==> config.mk <==
export PLATFORM = sky130hd
export DESIGN_NAME = alu_arbiter
export DESIGN_NICKNAME = d
export VERILOG_FILES = /design/src/rtl/alu_arb_pkg.sv /design/src/rtl/rr_arb2.sv /design/src/rtl/alu_arbiter.sv
export SDC_FILE = /design/constraint.sdc
export NUM_CORES = 1
export LEC_CHECK = 0
export ABC_CLOCK_PERIOD_IN_PS = 2200
export BUFFER_PORTS_ARGS = -buffer_cell sky130_fd_sc_hd__buf_2
export CORE_ASPECT_RATIO = 1.25
export CORE_UTILIZATION = 40
export CTS_CLUSTER_DIAMETER = 40
export DETAILED_ROUTE_END_ITERATION = 10
export GPL_ROUTABILITY_DRIVEN = 0
export PLACE_DENSITY = 0.71
export SLEW_MARGIN = 20
export SYNTH_ARGS = -nofsm -noshare
export SYNTH_HDL_FRONTEND = slang
export SYNTH_SLANG_ARGS = --single-unit
==> constraint.sdc <==
create_clock -name clk -period 2.2 [get_ports clk]
set_clock_uncertainty 0.15 [all_clocks]
set_input_delay 0.44 -clock clk [delete_from_list [all_inputs] [get_ports clk]]
set_output_delay 0.44 -clock clk [all_outputs]
set_load 0.005 [all_outputs]
==> src/rtl/alu_arb_pkg.sv <==
// Shared definitions for the two-requester ALU arbiter.
// Provides opcode encodings, FSM state type, response flag bit positions,
// counter width, and helpers for opcode legality and per-opcode latency.
package alu_arb_pkg;

  localparam int unsigned OP_W  = 4;
  localparam int unsigned CNT_W = 8;

  localparam logic [OP_W-1:0] OP_ADD = 4'b0000;
  localparam logic [OP_W-1:0] OP_SUB = 4'b0001;
  localparam logic [OP_W-1:0] OP_MUL = 4'b0010;
  localparam logic [OP_W-1:0] OP_DIV = 4'b0011;

  // Bit positions inside rsp_flags = {ovf, agtb, n, z}
  localparam int unsigned FLAG_OVF  = 3;
  localparam int unsigned FLAG_AGTB = 2;
  localparam int unsigned FLAG_N    = 1;
  localparam int unsigned FLAG_Z    = 0;

  typedef enum logic [1:0] {
    S_IDLE = 2'd0,
    S_EXEC = 2'd1,
    S_RESP = 2'd2
  } state_t;

  // Only the four low encodings are implemented by the ALU.
  function automatic logic op_legal(input logic [OP_W-1:0] op);
    return (op[3:2] == 2'b00);
  endfunction

  // Cycles from accept to result capture for a legal opcode.
  function automatic logic [CNT_W-1:0] op_latency(input logic [OP_W-1:0] op,
                                                  input int unsigned add_lat,
                                                  input int unsigned mul_lat,
                                                  input int unsigned div_lat);
    case (op)
      OP_MUL:  return CNT_W'(mul_lat);
      OP_DIV:  return CNT_W'(div_lat);
      default: return CNT_W'(add_lat);
    endcase
  endfunction

endpackage

==> src/rtl/rr_arb2.sv <==
// Two-way round-robin grant, purely combinational.
// Ports: req0/req1 request valids, ptr preferred side,
//        gnt_valid_c some request granted, gnt_id_c granted side.
module rr_arb2 (
  input  logic req0,
  input  logic req1,
  input  logic ptr,
  output logic gnt_valid_c,
  output logic gnt_id_c
);

  // Preferred side wins if it is requesting, otherwise the other side.
  always_comb begin
    gnt_valid_c = req0 | req1;
    if (ptr) gnt_id_c = req1 ? 1'b1 : 1'b0;
    else     gnt_id_c = req0 ? 1'b0 : 1'b1;
  end

endmodule

==> src/rtl/alu_arbiter.sv <==
// Shares one registered ALU between two requesters with round-robin arbitration.
// One op in flight at a time: operands/opcode are held on the ALU bus for the
// op's latency, then result and flags are captured and returned through a
// valid/ready response port tagged with the requester id.
// Ports: clk, rst_n (sync, active low); s0_*/s1_* request channels
// (valid, ready, a, b, op); alu_datA/alu_datB/alu_ctrl to the ALU;
// alu_result/alu_ovf/alu_agtb/alu_n/alu_z from the ALU; rsp_valid/rsp_ready,
// rsp_id, rsp_result, rsp_flags {ovf,agtb,n,z}, rsp_err; busy (not IDLE).
// Build option: ALU_ARB_DIV0_TRAP_EN traps div with b==0 as an error response
// instead of issuing it to the ALU.
module alu_arbiter
  import alu_arb_pkg::*;
#(
  parameter int unsigned W       = 18,
  parameter int unsigned ADD_LAT = 1,
  parameter int unsigned MUL_LAT = 2,
  parameter int unsigned DIV_LAT = 4
) (
  input  logic          clk,
  input  logic          rst_n,
  input  logic          s0_valid,
  output logic          s0_ready,
  input  logic [W-1:0]  s0_a,
  input  logic [W-1:0]  s0_b,
  input  logic [3:0]    s0_op,
  input  logic          s1_valid,
  output logic          s1_ready,
  input  logic [W-1:0]  s1_a,
  input  logic [W-1:0]  s1_b,
  input  logic [3:0]    s1_op,
  output logic [W-1:0]  alu_datA,
  output logic [W-1:0]  alu_datB,
  output logic [3:0]    alu_ctrl,
  input  logic [W-1:0]  alu_result,
  input  logic          alu_ovf,
  input  logic          alu_agtb,
  input  logic          alu_n,
  input  logic          alu_z,
  output logic          rsp_valid,
  input  logic          rsp_ready,
  output logic          rsp_id,
  output logic [W-1:0]  rsp_result,
  output logic [3:0]    rsp_flags,
  output logic          rsp_err,
  output logic          busy
);

  state_t           state, state_nxt;
  logic             ptr, ptr_nxt;
  logic [CNT_W-1:0] cnt, cnt_nxt;
  logic             id_q, id_nxt;
  logic [W-1:0]     alu_a_nxt, alu_b_nxt;
  logic [3:0]       alu_op_nxt;
  logic             rsp_valid_nxt, rsp_id_nxt, rsp_err_nxt;
  logic [W-1:0]     rsp_result_nxt;
  logic [3:0]       rsp_flags_nxt;

  logic             gnt_valid_c, gnt_id_c;
  logic [W-1:0]     sel_a_c, sel_b_c;
  logic [3:0]       sel_op_c;
  logic             div0_trap_c;
  logic [3:0]       alu_flags_c;

  rr_arb2 u_rr (
    .req0        (s0_valid),
    .req1        (s1_valid),
    .ptr         (ptr),
    .gnt_valid_c (gnt_valid_c),
    .gnt_id_c    (gnt_id_c)
  );

  // Request payload of the granted side
  assign sel_a_c  = gnt_id_c ? s1_a  : s0_a;
  assign sel_b_c  = gnt_id_c ? s1_b  : s0_b;
  assign sel_op_c = gnt_id_c ? s1_op : s0_op;

`ifdef ALU_ARB_DIV0_TRAP_EN
  assign div0_trap_c = (sel_op_c == OP_DIV) && (sel_b_c == '0);
`else
  assign div0_trap_c = 1'b0;
`endif

  always_comb begin
    alu_flags_c            = '0;
    alu_flags_c[FLAG_OVF]  = alu_ovf;
    alu_flags_c[FLAG_AGTB] = alu_agtb;
    alu_flags_c[FLAG_N]    = alu_n;
    alu_flags_c[FLAG_Z]    = alu_z;
  end

  // Next-state and output decode
  always_comb begin
    state_nxt      = state;
    ptr_nxt        = ptr;
    cnt_nxt        = cnt;
    id_nxt         = id_q;
    alu_a_nxt      = alu_datA;
    alu_b_nxt      = alu_datB;
    alu_op_nxt     = alu_ctrl;
    rsp_valid_nxt  = rsp_valid;
    rsp_id_nxt     = rsp_id;
    rsp_result_nxt = rsp_result;
    rsp_flags_nxt  = rsp_flags;
    rsp_err_nxt    = rsp_err;
    s0_ready       = 1'b0;
    s1_ready       = 1'b0;

    case (state)
      S_IDLE: begin
        if (gnt_valid_c) begin
          s0_ready = ~gnt_id_c;
          s1_ready = gnt_id_c;
          id_nxt   = gnt_id_c;
          if (op_legal(sel_op_c) && !div0_trap_c) begin
            alu_a_nxt  = sel_a_c;
            alu_b_nxt  = sel_b_c;
            alu_op_nxt = sel_op_c;
            cnt_nxt    = op_latency(sel_op_c, ADD_LAT, MUL_LAT, DIV_LAT);
            state_nxt  = S_EXEC;
          end else begin
            // Rejected op: ALU bus untouched, error response right away
            rsp_valid_nxt  = 1'b1;
            rsp_id_nxt     = gnt_id_c;
            rsp_result_nxt = '0;
            rsp_flags_nxt  = '0;
            rsp_err_nxt    = 1'b1;
            state_nxt      = S_RESP;
          end
        end
      end
      S_EXEC: begin
        cnt_nxt = cnt - CNT_W'(1);
        if (cnt == CNT_W'(1)) begin
          rsp_valid_nxt  = 1'b1;
          rsp_id_nxt     = id_q;
          rsp_result_nxt = alu_result;
          rsp_flags_nxt  = alu_flags_c;
          rsp_err_nxt    = 1'b0;
          state_nxt      = S_RESP;
        end
      end
      S_RESP: begin
        if (rsp_ready) begin
          rsp_valid_nxt = 1'b0;
          ptr_nxt       = ~rsp_id;
          state_nxt     = S_IDLE;
        end
      end
      default: state_nxt = S_IDLE;
    endcase
  end

  // State and output registers
  always_ff @(posedge clk) begin
    if (!rst_n) begin
      state      <= S_IDLE;
      ptr        <= 1'b0;
      cnt        <= '0;
      id_q       <= 1'b0;
      alu_datA   <= '0;
      alu_datB   <= '0;
      alu_ctrl   <= '0;
      rsp_valid  <= 1'b0;
      rsp_id     <= 1'b0;
      rsp_result <= '0;
      rsp_flags  <= '0;
      rsp_err    <= 1'b0;
      busy       <= 1'b0;
    end else begin
      state      <= state_nxt;
      ptr        <= ptr_nxt;
      cnt        <= cnt_nxt;
      id_q       <= id_nxt;
      alu_datA   <= alu_a_nxt;
      alu_datB   <= alu_b_nxt;
      alu_ctrl   <= alu_op_nxt;
      rsp_valid  <= rsp_valid_nxt;
      rsp_id     <= rsp_id_nxt;
      rsp_result <= rsp_result_nxt;
      rsp_flags  <= rsp_flags_nxt;
      rsp_err    <= rsp_err_nxt;
      busy       <= (state_nxt != S_IDLE);
    end
  end

endmodule
# == Word-level counts from Yosys, hierarchy flattened ==
# Cells that the tools add are included.
# word_totals
register_bits,78
in_bits,107
# classes
reduce_logical,11
addsub,1
bitwise,3
n_eq_ne,10
mux,38
# ops
cell,n
$mux 18,5
$pmux 18 s2,1
$mux 4,4
$mux 8,2
$pmux 8 s2,1
$mux 1,15
$ne 2x2->1 const B,5
$eq 4x2->1 const B,2
$eq 8x1->1 const B,1
$mux 2,4
$pmux 4 s2,1
$sub 8x1->8 const B,1
$pmux 2 s3,1
$pmux 3 s2,1
$reduce_and 3->1,2
$reduce_and 5->1,1
$logic_not 2->1,2
$pmux 1 s2,2
$reduce_and 2->1,2
$reduce_and 4->1,1
$reduce_bool 2->1,2
$pmux 1 s3,1
$reduce_bool 3->1,1
$eq 2x1->1 const B,1
other kinds (3),4

# == Depth between registers and ports, before layout ==
# Gate-level depths: netlist (run 1).
# depth
depth_word,8
depth_mapped,8
depth_no_buf,6

# == Hierarchy ==
# Synthesis (run 1) repeated with hierarchy kept, for this count alone.
# unflattened
hier_cells,373
area_unflattened_um2,3574.7
# by_module_without_submodules
mod,area_each_um2,cells_per_inst,seq_area_each_um2,instances
alu_arbiter,3554.7,370,1561.5,1
rr_arb2,20.0,3,0.0,1

# == Worst setup path after synthesis (run 1) ==
# No wires, ideal clock.
# synth_timing
path_type,input to output
startpoint,input port s1_valid
endpoint,output port s0_ready
arrival_time_ns,1.196
cell_stages,4
required_time_ns,1.610
slack_ns,0.414
path_cell_list,nand2b_1 > buf_2 > clkbuf_1 > a21oi_1
# synth_via
elab_chain_cells,5
# synth_lines
item,line_no,text
"start, declared",alu_arbiter.sv:26,"input logic s1_valid,"
$mux 1 (2 in series),rr_arb2.sv:15,if (ptr) gnt_id_c = req1 ? 1'b1 : 1'b0;
$not 1->1,alu_arbiter.sv:111,s0_ready = ~gnt_id_c;
$mux 1 *,alu_arbiter.sv:110,if (gnt_valid_c) begin
$mux 1 *,alu_arbiter.sv:108,case (state)
"end, declared",alu_arbiter.sv:22,"output logic s0_ready,"
# Mark *: on every way between the ends. The rest lies on a longest branch, timed or not.

# == Worst setup path in the final report (run 1) ==
# layout_timing
startpoint,register ptr
endpoint,output port s1_ready
# layout_via
elab_chain_cells,3
# layout_lines
item,line_no,text
"start, declared",alu_arbiter.sv:49,"logic ptr, ptr_nxt;"
"start signal, assigned",alu_arbiter.sv:171,ptr <= ptr_nxt;
$mux 1,rr_arb2.sv:15,
$mux 1,alu_arbiter.sv:110,
$mux 1,alu_arbiter.sv:108,
"end, declared",alu_arbiter.sv:27,"output logic s1_ready,"
# No other way between the ends.

==> impl_metrics.env, run 1 <==
export IMPL_post_route_min_period_ps=2100
export IMPL_number_of_antenna_violations_at_the_first_check_in_global_routing=0
export IMPL_totalWireLength_um=9390
export IMPL_port_bufs=174
export IMPL_syn_mean_instance_area_um2=8.38
export IMPL_cts_htree_levels=3
export IMPL_num_io_pins=175
export IMPL_synthDominantCellAreaShare_pct=42.7
export IMPL_m1WireLength_um=4090
export IMPL_row_count=38
export IMPL_clk_latency_ps=340
export IMPL_ys_top_cells_by_area="sky130_fd_sc_hd__dfxtp_1 (43%), sky130_fd_sc_hd__nand3_1 (13%), sky130_fd_sc_hd__o211a_1 (11%)"
export IMPL_ir_drop_mv=0.418
export IMPL_hold_removal_path_class="primary input to flip-flop"
export IMPL_timing_setup_tns_ps=0
export IMPL_post_synthesis_sequential_element_count=78
export IMPL_critical_path_top_delay_family="simple AND/OR/NAND/NOR gates"
export IMPL_post_drt_via_cell_ratio=5.14
export IMPL_holdBufCountCts=0
export IMPL_netlist_instances=436
export IMPL_critPathMaxFanout=7
export IMPL_worst_slew_pin_slew_ps=451
export IMPL_drv_slew=0
export IMPL_cts_path_max_buffers=2
export IMPL_path_clk_slew_ps=70
export IMPL_first_global_vias=3552
export IMPL_antenna_left=0
export IMPL_drive_gt1_share_pct=35.7
export IMPL_die_x_um=87.5
export IMPL_max_slew_margin_pct=69.9
export IMPL_diodes=0
export IMPL_max_cap_violations=0
export IMPL_drt_first_iter_violations=136
export IMPL_postCtsSetupBuffers=0
export IMPL_finalWorstSetupSlack_ps=102
export IMPL_die_area_mm2=0.00953
export IMPL_detailedPlacementHpwl_um=6840
export IMPL_setup_viol=0
export IMPL_num_nets_final=703
export IMPL_yosysWarningCount=0
export IMPL_drt_pre_antenna_iters=4
export IMPL_post_place_ws_ps=153
export IMPL_worstPathRequired_ps=1610
export IMPL_critical_path_max_stage_delay_ps=410
export IMPL_cts_buffers_inserted=9
export IMPL_postCtsResizedCells=0
export IMPL_wl_met2_um=4500
export IMPL_cp_buffers_inverters=1
export IMPL_clock_tree_from_tritoncts="built"
export IMPL_outcome="finished, final reports clean"
export IMPL_synthesized_netlist_net_count=545
export IMPL_initial_utilization_pct=41.6
export IMPL_global_route_overflow_total=0
export IMPL_detail_route_drc_violations=0
export IMPL_grt_use_total_pct=20.5
export IMPL_yosysUniqueCellTypes=46
export IMPL_yosysTopAreaCell="sky130_fd_sc_hd__dfxtp_1"
export IMPL_route_vias_total=3694
export IMPL_grt_setup_unrepaired="false"
export IMPL_leakage_nw=2.64
export IMPL_timing_critical_path_from_type="flip-flop"
export IMPL_cts_sinks=78
export IMPL_routedWlPerCell_um=13.1
export IMPL_area_growth_synth_to_final_pct=31.5
export IMPL_timing_critical_path_arrival_ps=1510
export IMPL_seq_area_frac_synth_pct=42.7
export IMPL_die_height_um=109
export IMPL_worst_path_max_delay_cell="sky130_fd_sc_hd__dfxtp_1"
export IMPL_cts_root_buffer_cell="sky130_fd_sc_hd__clkbuf_8"
export IMPL_timing_critical_path_cells="nand2b_2 > nand2_1 > nor2_1 > buf_2"
export IMPL_dr_top_layer="met4"
export IMPL_synth_cell_area_mm2=0.00365
export IMPL_finalCritPeriodShare_pct=95.4
export IMPL_critPathCaptureType="primary output"
export IMPL_criticalPathCategory="flip-flop to primary output"
export IMPL_wl_met3_um=683
export IMPL_grt_max_degree=52
export IMPL_hold_viol=0
export IMPL_grt_pass1_wl_um=15600
export IMPL_core_area_mm2=0.00880
export IMPL_max_freq_ghz=0.477
export IMPL_pwr_density_mw_per_mm2=683
-- final timing paths --
kind	slack, ps	endpoint	depth (start not counted)	start
max	100	s1_ready	4	ptr
max reg2reg	280	cnt[6]	5	state[0]
min reg2reg	320	rsp_err	2	rsp_err
min	190	rsp_result[0]	3	alu_result[0]
-- layout make-up --
cell class	count	area (um2)
Multi-Input combinational cell	312	1870
Clock buffer	9	124
Inverter	6	22.5
Tap cell	120	150
Sequential cell	78	1560
Clock inverter	7	65.1
Timing Repair Buffer	187	1010
Fill cell	841	3990
-- synthesized netlist by cell type (all sizes together) --
cell and number:
nand3 100, dfxtp 78, nand2 71, o211a 40, a21boi 24, buf 22, clkbuf 18, nor2 14
a21oi 10, o21ai 7, and3 6, inv 6, o21a 5, nand2b 4, nor2b 4, nand4 3
o211ai 3, a21o 2, and2 2, ha 2, nor3 2, a211oi 1, a221o 1, mux2 1
nand3b 1, nand4b 1, nor3b 1, o21bai 1, o221ai 1, o22ai 1, o311a 1, or2 1
or3 1, xor2 1
-- worst register-to-register path: cells and delay by family (launching register included) --
family             cells  cell delay (ps)
and+or+nand+nor        4             1000
DFF                    1              490
AOI/OAI and AO/OA      1              170
-- cell families (layout without fill, tap and decap cells) --
| kind of cell | count (synthesis) | after routing | share of synthesized area [%] |
|---|---|---|---|
| simple gates | 211 | 211 | 27.8 |
| compound gates | 97 | 97 | 22.0 |
| flops | 78 | 78 | 42.7 |
| buf+inv | 46 | 209 | 6.16 |
| fa+ha+maj | 2 | 2 | 0.685 |
| xor+xnor | 1 | 1 | 0.240 |
| mux | 1 | 1 | 0.308 |
-- power by group --
part / switching, mW / leakage (nW) / internal (mW)
Combinational: 0.357 / 1.91 / 0.324
Sequential: 0.0683 / 0.636 / 1.52
Clock: 0.503 / 0.0948 / 0.515
Total: 0.928 / 2.64 / 2.35
-- layer usage --
| metal | global-route usage (%) | vias to the layer above |
|---|---|---|
| met2 | 36.0 | 132 |
| met5 | 0 | - |
| li1 | - | 1859 |
| met4 | 7.85 | 0 |
| met1 | 23.9 | 1694 |
| met3 | 5.15 | 9 |
-- stage by stage --
| stage | power (mW) | cell area, um2 | hold slack (ps) | utilization [%] | cells |
|---|---|---|---|---|---|
| after floorplan | 2.03 | 3650 | 309 | - | 436 |
| after global routing | 3.48 | 4800 | 188 | 54.6 | 719 |
| final | 3.28 | 4800 | 189 | 54.6 | 719 |
| after detailed placement | 2.30 | 4610 | 312 | 52.4 | 703 |
| after CTS | 3.34 | 4800 | 169 | 54.5 | 719 |
| after global placement | 2.29 | 4610 | 304 | 52.4 | 703 |
-- cells in the final DEF, fill, tap and decap left out, types with 3 or more instances in the layout --
cell,count
sky130_fd_sc_hd__clkinv_2,4
sky130_fd_sc_hd__inv_1,6
sky130_fd_sc_hd__buf_2,174
sky130_fd_sc_hd__o211ai_1,3
sky130_fd_sc_hd__nand2_1,71
sky130_fd_sc_hd__nor2b_1,3
sky130_fd_sc_hd__clkbuf_8,9
sky130_fd_sc_hd__buf_12,3
sky130_fd_sc_hd__a21boi_0,22
sky130_fd_sc_hd__a21oi_1,9
sky130_fd_sc_hd__and3_1,6
sky130_fd_sc_hd__o21a_1,5
sky130_fd_sc_hd__dfxtp_1,77
sky130_fd_sc_hd__nor2_1,13
sky130_fd_sc_hd__o21ai_0,5
sky130_fd_sc_hd__o211a_1,40
sky130_fd_sc_hd__nand3_1,98
sky130_fd_sc_hd__buf_4,9
sky130_fd_sc_hd__nand4_1,3
-- sequential cells by signal, summed over array words and instances, names as in the netlist, 2 cells and up --
name,cells
alu_datA,18
alu_datB,18
rsp_result,18
cnt,8
alu_ctrl,4
rsp_flags,4
state,2
Note: power is estimated with default switching activity, not from simulation.
==> inputs of run 2 (changes only) <==
--- a/config.mk
+++ b/config.mk
@@ -7,7 +7,6 @@
 export LEC_CHECK = 0
 export ABC_CLOCK_PERIOD_IN_PS = 2200
 export BUFFER_PORTS_ARGS = -buffer_cell sky130_fd_sc_hd__buf_2
-export CORE_ASPECT_RATIO = 1.25
 export CORE_UTILIZATION = 40
 export CTS_CLUSTER_DIAMETER = 40
 export DETAILED_ROUTE_END_ITERATION = 10
==> run 2 against run 1 <==
Compared with the run above:
- fmax increased by 4.2%
- worst hold slack worse by 5.7 ps
- via count is 0.32% higher
- worst setup slack better by 85 ps
- sequential cell count is the same
- first-iteration DRC count is 46% lower
- utilization is 0.85 points higher
- cell area increased by 1.2%
- count of clock-buffer cells in the layout up 1
- global-route usage down 0.17 points
- register-to-register slack improved by 90 ps
- total power up 3.3%
==> impl_metrics.env, run 2 (synthesis results as in run 1) <==
export IMPL_post_drt_via_cell_ratio=5.20
export IMPL_cts_htree_levels=3
export IMPL_die_x_um=97.6
export IMPL_ir_drop_mv=0.334
export IMPL_number_of_antenna_violations_at_the_first_check_in_global_routing=0
export IMPL_nFillCells=854
export IMPL_total_area_of_multi_input_combinational_cells_mm2=0.00187
export IMPL_grt_use_total_pct=20.4
export IMPL_setup_viol=0
export IMPL_totalWireLength_um=9640
export IMPL_critical_path_max_stage_delay_ps=410
export IMPL_detail_route_drc_violations=0
export IMPL_port_bufs=174
export IMPL_rr_startpoint="ptr"
export IMPL_critical_path_top_delay_family="simple AND/OR/NAND/NOR gates"
export IMPL_drv_slew=0
export IMPL_criticalPathCategory="flip-flop to primary output"
export IMPL_path_clk_slew_ps=90
export IMPL_cts_buffers_inserted=9
export IMPL_highest_count_cells_in_the_layout_ignoring_fill_and_taps="sky130_fd_sc_hd__buf_2 (174), sky130_fd_sc_hd__nand3_1 (98), sky130_fd_sc_hd__dfxtp_1 (77)"
export IMPL_holdPathEnd="rsp_result[1]"
export IMPL_timing_critical_path_from_type="flip-flop"
export IMPL_timing_hold_worst_start="alu_result[1]"
export IMPL_grt_pass1_wl_um=16100
export IMPL_worst_path_max_delay_cell="sky130_fd_sc_hd__dfxtp_1"
export IMPL_grt_max_degree=62
export IMPL_worst_setup_slack_for_register_to_register_paths_ps=370
export IMPL_hold_depth=3
export IMPL_critPathMaxFanout=5
export IMPL_route_vias_total=3706
export IMPL_cts_sinks=78
export IMPL_core_area_mm2=0.00876
export IMPL_worstPathRequired_ps=1610
export IMPL_outcome="finished, final reports clean"
export IMPL_clk_latency_ps=340
export IMPL_clock_tree_from_tritoncts="built"
export IMPL_cts_root_buffer_cell="sky130_fd_sc_hd__clkbuf_8"
export IMPL_finalCritPeriodShare_pct=91.5
export IMPL_worst_slew_pin_slew_ps=479
export IMPL_regArea_mm2=0.00156
export IMPL_critPathCaptureType="primary output"
export IMPL_die_height_um=97.6
export IMPL_pwr_density_mw_per_mm2=697
export IMPL_row_count=34
export IMPL_finalWorstSetupSlack_ps=187
export IMPL_layout_core_utilization_pct=55.5
export IMPL_first_global_vias=3633
export IMPL_total_power_mw=3.39
export IMPL_timing_critical_path_cells="nand2b_2 > nand2_1 > nor2_1 > buf_2"
export IMPL_post_place_ws_ps=173
export IMPL_routedWlPerCell_um=13.5
export IMPL_die_area_mm2=0.00952
export IMPL_layout_commonest_cell="sky130_fd_sc_hd__buf_2"
export IMPL_regToRegEndpoint="alu_ctrl[0]"
export IMPL_hold_removal_path_class="primary input to flip-flop"
export IMPL_drt_first_iter_violations=73
export IMPL_drive_gt1_share_pct=36.4
export IMPL_drt_pre_antenna_iters=4
export IMPL_max_cap_violations=0
export IMPL_cts_path_max_buffers=2
export IMPL_critical_path_startpoint="ptr"
export IMPL_num_io_pins=175
export IMPL_post_route_min_period_ps=2010
export IMPL_antenna_left=0
export IMPL_max_slew_margin_pct=68.1
export IMPL_hold_viol=0
export IMPL_reg_largest_list="alu_datA x18, alu_datB x18, rsp_result x18"
export IMPL_cp_buffers_inverters=1
export IMPL_diodes=0
export IMPL_max_freq_ghz=0.497
export IMPL_num_nets_final=709
export IMPL_grt_setup_unrepaired="false"
export IMPL_worstRegToRegCells=6
export IMPL_detailedPlacementHpwl_um=7080
export IMPL_global_route_overflow_total=0
export IMPL_initial_utilization_pct=41.7
export IMPL_area_growth_synth_to_final_pct=33.0
export IMPL_timing_critical_path_arrival_ps=1420
export IMPL_leakage_nw=2.68
export IMPL_timing_setup_tns_ps=0
[run 2: cell count changes in the layout (fill, tap and decap cells not counted), sizes merged]
cell | before | now
clkbuf | 9 | 10
clkinvlp | 2 | 1
inv | 6 | 8
clkinv | 4 | 2
buf | 187 | 193
[run 2: cell type report]
class                      instances  share of cell area (%)
tap                              108                    2.78
timing repair buffer             193                    21.9
inverter                           6                   0.463
clock buffer                      10                    2.83
multi-input combinational        312                    38.5
sequential                        78                    32.1
clock inverter                     6                    1.42
[run 2: worst max-delay path by stage]
stage                  end  slack (ps)  depth (start not counted)
5_1_grt           s0_ready          50                          4
3_3_place_gp   alu_ctrl[0]         220                          8
3_5_place_dp   alu_ctrl[0]         170                          8
4_1_cts           s0_ready          30                          4
2_1_floorplan     s0_ready         410                          4
6_report          s1_ready         190                          4
[run 2: metal layers]
metal	GRT usage, %	vias to the layer above	share of wire, %
li1	-	1877	-
met4	8.60	0	2.2
met1	23.8	1661	44
met5	0	-	0
met3	5.68	18	8.4
met2	34.9	150	45
[run 2: power by group]
part           internal (mW)  switching [mW]
Combinational          0.339           0.366
Sequential              1.51          0.0618
Clock                  0.563           0.545
[run 2: what timing repair did]
action / in CTS / in global routing
setup endpoints to repair: 0 / 2
gates resized for setup: 0 / 2
hold buffers: 0 / 0
buffers inserted: 0 / 0
[run 2: stage by stage]
step,hold WS (ps),instances,area [um2]
floorplan,309,436,3650
global placement,297,697,4650
detailed placement,307,697,4650
CTS,163,713,4860
global route,174,713,4860
finish,184,713,4860
[run 2: tightest hold or removal path, stage by stage]
cell and delay (ps):
sky130_fd_sc_hd__buf_2 90, sky130_fd_sc_hd__nand2_1 50, sky130_fd_sc_hd__a21boi_1 60
==> inputs of run 3 (changes only) <==
--- a/config.mk
+++ b/config.mk
@@ -12,6 +12,7 @@
 export DETAILED_ROUTE_END_ITERATION = 10
 export GPL_ROUTABILITY_DRIVEN = 0
 export PLACE_DENSITY = 0.71
+export SETUP_SLACK_MARGIN = 0.3
 export SLEW_MARGIN = 20
 export SYNTH_ARGS = -nofsm -noshare
 export SYNTH_HDL_FRONTEND = slang
==> run 3 against run 2 <==
Compared with the run above:
- non-clock buffer count is 10 higher
- register-to-register slack better by 30 ps
- clock power hardly changed
- routed wire length is 3.3% higher
- fmax is 7.8% higher
- via count is 2.1% higher
- critical path type unchanged
- largest cell class unchanged
- largest power group unchanged
- highest routed layer unchanged
==> impl_metrics.env, run 3 (synthesis results as in run 1) <==
export IMPL_clk_latency_ps=350
export IMPL_grt_max_degree=62
export IMPL_finalCritPeriodShare_pct=84.9
export IMPL_drive_gt1_share_pct=38.5
export IMPL_layout_commonest_cell="sky130_fd_sc_hd__buf_2"
export IMPL_max_cap_violations=0
export IMPL_port_bufs=174
export IMPL_reg_largest_list="alu_datA x18, alu_datB x18, rsp_result x18"
export IMPL_num_io_pins=175
export IMPL_diodes=0
export IMPL_cts_path_max_buffers=2
export IMPL_finalWorstSetupSlack_ps=332
export IMPL_layout_core_utilization_pct=57.2
export IMPL_core_area_mm2=0.00876
export IMPL_critPathCaptureType="primary output"
export IMPL_cts_htree_levels=3
export IMPL_drt_first_iter_violations=100
export IMPL_drv_slew=0
export IMPL_outcome="finished, final reports clean"
export IMPL_regToRegEndpoint="cnt[6]"
export IMPL_post_route_min_period_ps=1870
export IMPL_hold_depth=3
export IMPL_critical_path_startpoint="state[1]"
export IMPL_post_place_ws_ps=173
export IMPL_grt_pass1_wl_um=16300
export IMPL_route_vias_total=3785
export IMPL_number_of_antenna_violations_at_the_first_check_in_global_routing=0
export IMPL_antenna_left=0
export IMPL_stdcell_area_mm2=0.00502
export IMPL_first_global_vias=3658
export IMPL_cts_root_buffer_cell="sky130_fd_sc_hd__clkbuf_8"
export IMPL_clock_tree_from_tritoncts="built"
export IMPL_timing_critical_path_from_type="flip-flop"
export IMPL_holdPathEnd="rsp_result[1]"
export IMPL_die_x_um=97.6
export IMPL_ir_drop_mv=0.336
export IMPL_row_count=34
export IMPL_grt_setup_unrepaired="true"
export IMPL_worstPathRequired_ps=1610
export IMPL_pwr_density_mw_per_mm2=689
export IMPL_path_clk_slew_ps=90
export IMPL_die_height_um=97.6
export IMPL_timing_hold_worst_start="alu_result[1]"
export IMPL_die_area_mm2=0.00952
export IMPL_worstRegToRegCells=6
export IMPL_timing_critical_path_arrival_ps=1280
export IMPL_rr_startpoint="state[1]"
export IMPL_global_route_overflow_total=0
export IMPL_nFillCells=828
export IMPL_critPathMaxFanout=3
export IMPL_worst_slew_pin_slew_ps=483
export IMPL_num_nets_final=719
export IMPL_cts_buffers_inserted=9
export IMPL_totalWireLength_um=9960
export IMPL_worst_setup_slack_for_register_to_register_paths_ps=400
export IMPL_max_slew_margin_pct=67.8
export IMPL_drt_pre_antenna_iters=4
export IMPL_max_freq_ghz=0.535
export IMPL_finalNonFillerCells=723
export IMPL_timing_setup_tns_ps=0
export IMPL_hold_removal_path_class="primary input to flip-flop"
export IMPL_hold_ws_ps=183
export IMPL_total_power_mw=3.45
export IMPL_leakage_nw=2.76
export IMPL_grt_use_total_pct=20.6
export IMPL_placedCellCount=697
export IMPL_placed_cell_area_mm2=0.00465
export IMPL_cts_sinks=78
export IMPL_setup_viol=0
export IMPL_hold_viol=0
export IMPL_initial_utilization_pct=41.7
export IMPL_area_growth_synth_to_final_pct=37.2
export IMPL_highest_count_cells_in_the_layout_ignoring_fill_and_taps="sky130_fd_sc_hd__buf_2 (174), sky130_fd_sc_hd__nand3_1 (98), sky130_fd_sc_hd__dfxtp_1 (76)"
export IMPL_criticalPathCategory="flip-flop to primary output"
export IMPL_detailedPlacementHpwl_um=7080
export IMPL_detail_route_drc_violations=0
export IMPL_routedWlPerCell_um=13.8
export IMPL_post_drt_via_cell_ratio=5.24
==> run 3: changes by cell type in the layout (fill, tap and decap cells not counted), sizes merged <==
cell | before | now
buf | 193 | 202
clkbuf | 10 | 11
==> run 3: what timing repair did <==
action,CTS,global route
cloned,0,1
buffers inserted,4,5
pin swaps,1,2
hold endpoints to repair,0,0
hold buffers,0,0
gates resized for setup,14,3
endpoints found under the setup margin,2,32
==> run 3: worst max-delay path, cell delays in order (launching register included) <==
cell	delay, ps
sky130_fd_sc_hd__dfxtp_4	360
sky130_fd_sc_hd__o21bai_4	170
sky130_fd_sc_hd__nand2b_4	170
sky130_fd_sc_hd__a21oi_2	110
sky130_fd_sc_hd__buf_2	120
==> run 3: worst max path at each step <==
stage | endpoint | slack, ps | cells after the start
CTS | s0_ready | 310 | 4
finish | s0_ready | 330 | 4
detailed placement | alu_ctrl[0] | 170 | 8
global placement | alu_ctrl[0] | 220 | 8
floorplan | s0_ready | 410 | 4
global route | s0_ready | 280 | 4
==> run 3: cell type report <==
| type | instances | area (um2) | area share (%) |
|---|---|---|---|
| flip-flops and latches | 78 | 1570 | 31.3 |
| inverters | 6 | 22.5 | 0.449 |
| clock buffers | 10 | 138 | 2.74 |
| clock inverters | 6 | 68.8 | 1.37 |
| repair buffers | 203 | 1170 | 23.3 |
| well taps | 108 | 135 | 2.69 |
| multi-input cells | 312 | 1920 | 38.2 |
==> run 3: power by group <==
part | switching (mW) | leakage (nW) | internal (mW)
sequential | 0.0586 | 0.637 | 1.51
combinational | 0.391 | 2.02 | 0.381
clock | 0.546 | 0.103 | 0.563
total | 0.995 | 2.76 | 2.46
==> run 3: per-layer routing <==
| metal | up-vias | GRT usage (%) | part of all wire, % | wire, um |
|---|---|---|---|---|
| met5 | - | 0 | 0 | 0 |
| met4 | 0 | 8.60 | 2.2 | 224 |
| met3 | 20 | 5.68 | 8.6 | 854 |
| met2 | 157 | 35.1 | 45 | 4500 |
| met1 | 1708 | 24.2 | 44 | 4390 |
| li1 | 1900 | - | - | - |
